===== src/rtl/adc_pkg.sv =====
// Shared constants, state encoding and address helper for the ADC scan/average block.
// The low nibble of the ADC address word is the fixed converter control field.
package adc_pkg;

   localparam int         ADC_W    = 12;
   localparam logic [3:0] CTRL_NIB = 4'b0000;

   typedef enum logic [1:0] {
      IDLE  = 2'd0,
      PRIME = 2'd1,
      ACQ   = 2'd2,
      FLUSH = 2'd3
   } scan_state_e;

   function automatic logic [7:0] mk_addr(input logic [3:0] ch);
      return {ch, CTRL_NIB};
   endfunction

endpackage


===== src/rtl/adc_scan_avg_if.sv =====
// Averaged-sample stream from the scan block to the encoder.
// This is a one-entry valid/ready handshake.
interface adc_scan_avg_if;

   logic [adc_pkg::ADC_W-1:0] sample_data;
   logic [3:0]                sample_ch;
   logic                      sample_valid;
   logic                      sample_ready;

   modport master (output sample_data, sample_ch, sample_valid, input sample_ready);
   modport slave  (input sample_data, sample_ch, sample_valid, output sample_ready);

endinterface


===== src/rtl/adc_scan_avg_out_reg.sv =====
// One-entry output holding register with a sticky overrun flag.
// A load into a full, stalled register is dropped and the held data is kept.
module adc_out_reg
   import adc_pkg::*;
(
   input  logic             i_clk,
   input  logic             i_rst_n,
   input  logic             i_clr,
   input  logic             i_clr_ovr,
   input  logic             i_load,
   input  logic [ADC_W-1:0] i_data,
   input  logic [3:0]       i_ch,
   adc_scan_avg_if.master   smp,
   output logic             o_overrun
);

   logic             r_valid;
   logic             r_overrun;
   logic [ADC_W-1:0] r_data;
   logic [3:0]       r_ch;
   logic             w_block;

   assign w_block = r_valid & ~smp.sample_ready;

   // A load has priority over a same-cycle accept, so valid stays set.
   always_ff @(posedge i_clk or negedge i_rst_n) begin
      if (!i_rst_n) begin
         r_valid <= 1'b0;
         r_data  <= '0;
         r_ch    <= '0;
      end else if (i_clr) begin
         r_valid <= 1'b0;
         r_data  <= '0;
         r_ch    <= '0;
      end else if (i_load && !w_block) begin
         r_valid <= 1'b1;
         r_data  <= i_data;
         r_ch    <= i_ch;
      end else if (r_valid && smp.sample_ready) begin
         r_valid <= 1'b0;
      end
   end

   always_ff @(posedge i_clk or negedge i_rst_n) begin
      if (!i_rst_n)
         r_overrun <= 1'b0;
      else if (i_clr_ovr)
         r_overrun <= 1'b0;
      else if (i_load && w_block)
         r_overrun <= 1'b1;
   end

   assign smp.sample_valid = r_valid;
   assign smp.sample_data  = r_data;
   assign smp.sample_ch    = r_ch;
   assign o_overrun        = r_overrun;

endmodule


===== src/rtl/adc_scan_avg.sv =====
// Channel sweep with per-channel averaging behind a one-frame-lag serial ADC.
//   state | meaning
//   IDLE  | stopped; waits for a run rising edge
//   PRIME | first frame sent; its stale result is discarded
//   ACQ   | each result is accumulated and the address advances
//   FLUSH | last address sent; one more result completes the final channel
module adc_scan_avg
   import adc_pkg::*;
#(
   parameter int NUM_CH   = 11,
   parameter int AVG_LOG2 = 2
) (
   input  logic             i_clk,
   input  logic             i_rst_n,
   input  logic             i_key_state,
   input  logic             i_en_adc,
   input  logic             i_continuous,
   input  logic [ADC_W-1:0] i_adc_out,
   input  logic             i_adc_state,
   output logic [7:0]       o_din_address,
   adc_scan_avg_if.master   smp,
   output logic             o_sweep_done,
   output logic             o_overrun
);

   localparam int               SMP_W    = (AVG_LOG2 > 0) ? AVG_LOG2 : 1;
   localparam int               ACC_W    = ADC_W + AVG_LOG2;
   localparam logic [SMP_W-1:0] SMP_LAST = SMP_W'((1 << AVG_LOG2) - 1);
   localparam logic [3:0]       CH_LAST  = 4'(NUM_CH - 1);

   scan_state_e      r_state, w_state_nxt;
   logic             r_run_q, r_adc_state_q, r_cap, r_sweep_done;
   logic [3:0]       r_a_ch, r_r_ch, w_a_ch_nxt;
   logic [SMP_W-1:0] r_a_smp, r_r_smp, w_a_smp_nxt;
   logic [ACC_W-1:0] r_acc, w_sum;
   logic             w_run, w_run_rise, w_rise, w_a_wrap;
   logic             w_take, w_advance, w_load;

   assign w_run      = i_key_state & i_en_adc;
   assign w_run_rise = w_run & ~r_run_q;
   assign w_rise     = i_adc_state & ~r_adc_state_q;
   assign w_sum      = r_acc + ACC_W'(i_adc_out);
   assign w_a_wrap   = (r_a_smp == SMP_LAST) && (r_a_ch == CH_LAST);
   assign w_load     = w_take && (r_r_smp == SMP_LAST);

   always_comb begin
      w_a_smp_nxt = r_a_smp + SMP_W'(1);
      w_a_ch_nxt  = r_a_ch;
      if (r_a_smp == SMP_LAST) begin
         w_a_smp_nxt = '0;
         w_a_ch_nxt  = (r_a_ch == CH_LAST) ? 4'd0 : r_a_ch + 4'd1;
      end
   end

   always_ff @(posedge i_clk or negedge i_rst_n) begin
      if (!i_rst_n)
         r_state <= IDLE;
      else
         r_state <= w_state_nxt;
   end

   // In continuous mode the next sweep's first address rides on the flush frame.
   always_comb begin
      w_state_nxt = r_state;
      w_take      = 1'b0;
      w_advance   = 1'b0;
      if (!w_run) begin
         w_state_nxt = IDLE;
      end else begin
         case (r_state)
            IDLE:  if (w_run_rise) w_state_nxt = PRIME;
            PRIME: if (r_cap) begin
                      w_advance   = 1'b1;
                      w_state_nxt = ACQ;
                   end
            ACQ:   if (r_cap) begin
                      w_take    = 1'b1;
                      w_advance = 1'b1;
                      if (w_a_wrap && !i_continuous) w_state_nxt = FLUSH;
                   end
            FLUSH: if (r_cap) begin
                      w_take      = 1'b1;
                      w_state_nxt = IDLE;
                   end
            default: w_state_nxt = IDLE;
         endcase
      end
   end

   always_ff @(posedge i_clk or negedge i_rst_n) begin
      if (!i_rst_n) begin
         r_run_q       <= 1'b0;
         r_adc_state_q <= 1'b0;
         r_cap         <= 1'b0;
         r_sweep_done  <= 1'b0;
         r_a_ch        <= '0;
         r_a_smp       <= '0;
         r_r_ch        <= '0;
         r_r_smp       <= '0;
         r_acc         <= '0;
      end else begin
         r_run_q       <= w_run;
         r_adc_state_q <= i_adc_state;
         r_cap         <= w_rise;
         r_sweep_done  <= w_load && (r_r_ch == CH_LAST);
         if (!w_run || w_run_rise) begin
            r_a_ch  <= '0;
            r_a_smp <= '0;
            r_r_ch  <= '0;
            r_r_smp <= '0;
            r_acc   <= '0;
         end else begin
            if (w_advance) begin
               r_r_ch  <= r_a_ch;
               r_r_smp <= r_a_smp;
               r_a_ch  <= w_a_ch_nxt;
               r_a_smp <= w_a_smp_nxt;
            end
            if (w_take)
               r_acc <= w_load ? '0 : w_sum;
         end
      end
   end

   adc_out_reg u_out_reg (
      .i_clk     (i_clk),
      .i_rst_n   (i_rst_n),
      .i_clr     (~w_run),
      .i_clr_ovr (w_run_rise),
      .i_load    (w_load),
      .i_data    (w_sum[ACC_W-1 -: ADC_W]),
      .i_ch      (r_r_ch),
      .smp       (smp),
      .o_overrun (o_overrun)
   );

   assign o_din_address = mk_addr(r_a_ch);
   assign o_sweep_done  = r_sweep_done;

endmodule


===== src/flat_wrapper.sv =====
// flat-port wrapper written by rule: the top's interface ports become plain ports
module adc_scan_avg_flat import adc_pkg::*;
#(
   parameter int NUM_CH   = 11,
   parameter int AVG_LOG2 = 2
)
  (i_clk, i_rst_n, i_key_state, i_en_adc, i_continuous, i_adc_out, i_adc_state, o_din_address, o_sweep_done, o_overrun, smp_sample_data, smp_sample_ch, smp_sample_valid, smp_sample_ready);
  adc_scan_avg_if smp_i ();
  input  logic i_clk;
  input  logic i_rst_n;
  input  logic i_key_state;
  input  logic i_en_adc;
  input  logic i_continuous;
  input  logic [ADC_W-1:0] i_adc_out;
  input  logic i_adc_state;
  output logic [7:0] o_din_address;
  output logic o_sweep_done;
  output logic o_overrun;
  output wire logic [$bits(smp_i.sample_data)-1:0] smp_sample_data;
  output wire logic [$bits(smp_i.sample_ch)-1:0] smp_sample_ch;
  output wire logic [$bits(smp_i.sample_valid)-1:0] smp_sample_valid;
  input wire logic [$bits(smp_i.sample_ready)-1:0] smp_sample_ready;
  assign smp_sample_data = smp_i.sample_data;
  assign smp_sample_ch = smp_i.sample_ch;
  assign smp_sample_valid = smp_i.sample_valid;
  assign smp_i.sample_ready = smp_sample_ready;
  adc_scan_avg #(.NUM_CH(NUM_CH), .AVG_LOG2(AVG_LOG2)) u_core (.i_clk(i_clk), .i_rst_n(i_rst_n), .i_key_state(i_key_state), .i_en_adc(i_en_adc), .i_continuous(i_continuous), .i_adc_out(i_adc_out), .i_adc_state(i_adc_state), .o_din_address(o_din_address), .smp(smp_i), .o_sweep_done(o_sweep_done), .o_overrun(o_overrun));
endmodule

===== config.mk =====
export PLATFORM = sky130hd
export DESIGN_NAME = adc_scan_avg_flat
export DESIGN_NICKNAME = d
export VERILOG_FILES = /design/src/rtl/adc_pkg.sv /design/src/rtl/adc_scan_avg_if.sv /design/src/rtl/adc_scan_avg_out_reg.sv /design/src/rtl/adc_scan_avg.sv /design/src/flat_wrapper.sv
export SDC_FILE = /design/constraint.sdc
export NUM_CORES = 1
export LEC_CHECK = 0
export BUFFER_PORTS_ARGS = -buffer_cell sky130_fd_sc_hd__buf_2
export CELL_PAD_IN_SITES_DETAIL_PLACEMENT = 1
export CELL_PAD_IN_SITES_GLOBAL_PLACEMENT = 1
export CORE_MARGIN = 1
export CORE_UTILIZATION = 39
export CTS_CLUSTER_SIZE = 25
export DETAILED_ROUTE_END_ITERATION = 12
export GPL_TIMING_DRIVEN = 0
export PLACE_DENSITY = 0.85
export RECOVER_POWER = 50
export SYNTH_ARGS = -nofsm -noshare
export SYNTH_HDL_FRONTEND = slang
export SYNTH_SLANG_ARGS = --single-unit

===== constraint.sdc =====
create_clock -name i_clk -period 2 [get_ports i_clk]
set_input_delay 0.2 -clock i_clk [delete_from_list [all_inputs] [get_ports i_clk]]
set_output_delay 0.2 -clock i_clk [all_outputs]
set_load 0.01 [all_outputs]

==> reports/metrics.yaml <==
clock_tree:
  ctsRootBufferMaster: "clkbuf_8"
  cts_buffer_depth: 2
  cts_buffers: 5
  clkSlewWorstSetupHoldPaths_ns: 0.10
  htreeDepth: 2
  cts_tree: "yes"
  clkLatencyLatePin_ns: 0.32
  cts.sinks: 50
floorplan:
  ios: 46
  rows: 30
  die_x_um: 86.9
  initial_core_util_pct: 40.9
  core_area_sq_um: 6870
  dieArea_sq_um: 7550
  die_h_um: 86.9
critical_path:
  criticalPathCategory: "register to register"
  end_kind: "register"
  worstPathRequired_ns: 2.26
  critPathLaunchType: "register"
  critPathMaxStageDelay_ns: 0.37
  path_buf_inv: 1
  crit_chain: "ha_2, inv_2, fa_2, nand2b_4, a21oi_4, o211ai_1, a211o_1, nand3_2"
  crit_arrival_ns: 2.34
  crit_family: "compound AO/OA/AOI/OAI gates"
  cp_slowest_cell: "dfrtp_1"
  critPathMaxFanout: 5
sta:
  hold_viol: 0
  worst_slew_pin_slew_ns: 1.28
  rsz0062_at_grt: "true"
  fmax_mhz: 480
  skew_ns: 0.00937
  max-slew-margin-rel_pct: 14.9
  setup_tns_ns: -0.231
  min_period_ns: 2.08
  postLayoutSetupSlackWorst_ns: -0.0842
  timing.final.crit_share_pct: 104
  final_max_slew_viol_count: 0
  finalSetupViolCount: 6
placed_design:
  routabilityCongestion: 0.820
  io_buffers: 41
  dp_worst_setup_slack_ns: -0.194
  dp.cells: 437
  dp_hpwl_um: 5410
min_path:
  worst_hold_path_type: "input port to asynchronous set/reset pin"
final_layout:
  n_antenna_cell: 0
  multi_input_area_sq_um: 1740
  instances_no_fill: 460
  drive_gt1_share_pct: 30.5
  seq_area_sq_um: 1250
  syn2layout_area_growth_pct: 31.2
  fill_cells: 786
  layout.nets: 403
synthesis:
  synth_ff_type: "dfrtp_1"
  synthCells: 297
  synth_edf_count: 0
  async_flop_share_pct: 100
  synth_top_area_cell: "dfrtp_1"
  syn-cell-area_sq_um: 2810
  ys_top_cells_by_area: "dfrtp_1 45%, ha_1 8.9%, nand2_1 6.5%, nand3_1 4.3%, o21ai_0 3.4%"
  yosysTopAreaCellShare_pct: 44.5
  ys_seq_area_share_pct: 44.5
  syn_avg_cell_area_sq_um: 9.46
  ys_types: 52
  synth-seq-cells: 50
  ys.warnings.count: 0
detailed_routing:
  avgRoutedWirePerCell_um: 20.7
  firstDrtPassIters: 4
  postRouteAntennaNets: 0
  wl_um: 9540
  drc: 0
  vias_per_cell: 5.76
  vias: 2648
  drt_iter0_drc: 206
status:
  violations: "negative setup slack"
  outcome: "complete, but fails checks"
global_routing:
  track_usage_pct: 24.3
  grt_max_degree: 51
  grt_remaining_overflow: 0
  grt_pass1_wl_um: 14100
  antenna_found_initial: 0
  grt_pass1_vias: 2739
power:
  total_leakage_power_nw: 1.66
  ir_drop_mv: 0.256
  p_per_area_nw_per_um2: 580
  fin_total_pwr_mw: 2.14
job:
  cap_violations: 0
-- cell families after synthesis --
| logic type | Yosys count | share of synthesized area [%] |
|---|---|---|
| and+or+nand+nor | 112 | 19.6 |
| muxes | 2 | 0.712 |
| other | 1 | 0.133 |
| buffers and inverters | 22 | 3.74 |
| AOI/OAI and AO/OA | 83 | 19.8 |
| xor gates and xnor gates | 6 | 1.87 |
| adders and majority gates | 21 | 9.62 |
| DFF | 50 | 44.5 |
-- repair_timing --
action / 4_1_cts / 5_1_grt
pin swaps: 4 / 20
hold endpoints to repair: 1 / 0
hold buffers: 1 / 0
resized for setup: 22 / 38
buffers inserted: 2 / 15
endpoints found under the setup margin: 21 / 30
cloned: 0 / 0
-- per-stage QoR --
| stage | instance area, sq um | util [%] | hold WS, ns |
|---|---|---|---|
| detailed placement | 3180 | 46.2 | 0.325 |
| CTS | 3450 | 50.3 | 0.152 |
| floorplan | 2850 | - | -0.0956 |
| finish | 3690 | 53.7 | 0.138 |
| global route | 3690 | 53.7 | 0.243 |
| global placement | 3180 | 46.2 | 0.320 |
-- cells in the final DEF (no fill, tap or decap), drive strengths merged, types with 2 or more instances in the layout --
cell type,netlist,final
buf,6,56
dfrtp,50,50
nand2,49,49
nand3,25,25
ha,20,20
o21ai,19,19
clkbuf,8,19
a21oi,16,16
o31ai,11,11
inv,8,8
nor2,7,7
nor3,7,7
a211oi,6,6
a21o,5,5
nand2b,5,5
o21a,5,5
conb,1,4
a211o,4,4
nand4,4,4
o211ai,3,3
xor2,3,3
xnor2,3,3
and4,3,3
nor2b,2,2
and3,2,2
mux2i,2,2
a21boi,2,2
a22o,2,2
bufinv,0,2
and2,2,2
or3,2,2
-- registers in the layout, indices dropped and copies added, names as in the netlist, 2 cells and up --
name / cells
u_core.r_a_ch: 4
u_core.u_out_reg.smp.sample_ch: 4
u_core.r_r_ch: 4
u_core.r_state: 2
u_core.r_a_smp: 2
u_core.r_r_smp: 2
u_core.r_acc: 14
u_core.u_out_reg.smp.sample_data: 12
-- final cells by class --
class / instances / share of cell area, %
multi-input combinational: 228 / 47.2
sequential: 50 / 33.9
timing repair buffer: 59 / 9.26
tap: 96 / 3.26
clock buffer: 6 / 2.24
buffer: 11 / 1.66
clock inverter: 2 / 1.63
inverter: 8 / 0.814
-- per-layer routing --
metal / wire length, um / track usage (%)
met5: 0 / 0
met3: 430 / 3.89
met4: 245 / 10.0
met2: 4770 / 40.5
met1: 4100 / 31.3
-- synth_stat cells (4+ instances only) --
| cell type | count |
|---|---|
| o21a_1 | 5 |
| ha_1 | 20 |
| nand2_1 | 49 |
| dfrtp_1 | 50 |
| inv_1 | 8 |
| nand2b_1 | 5 |
| nor2_1 | 7 |
| o21ai_0 | 19 |
| a21o_1 | 5 |
| clkbuf_1 | 8 |
| nand3_1 | 24 |
| nor3_1 | 7 |
| buf_4 | 4 |
| o31ai_1 | 11 |
| a21oi_1 | 16 |
| a211oi_1 | 6 |
-- path summary, 6_finish.rpt --
kind / depth (start not counted) / slack, ns / endpoint / start
worst min register to register: 1 / 0.40 / u_core.r_cap / u_core.r_adc_state_q
worst max register to register: 8 / -0.08 / u_core.r_acc[8] / u_core.r_acc[0]
worst max-delay path: 8 / -0.08 / u_core.r_acc[8] / u_core.r_acc[0]
worst min-delay path: 1 / 0.14 / u_core.r_state[0] / i_rst_n
min in group i_clk: 3 / 0.23 / u_core.r_state[1] / i_en_adc
max in group asynchronous: 1 / 1.09 / u_core.r_acc[9] / i_rst_n
-- power by group --
part | total, mW | internal [mW] | switching [mW]
sequential | 1.02 | 1.02 | 0.00812
combinational | 0.198 | 0.0754 | 0.123
clock | 0.915 | 0.534 | 0.381
total | 2.14 | 1.63 | 0.512
No activity file was read; power rests on OpenSTA's default activity.
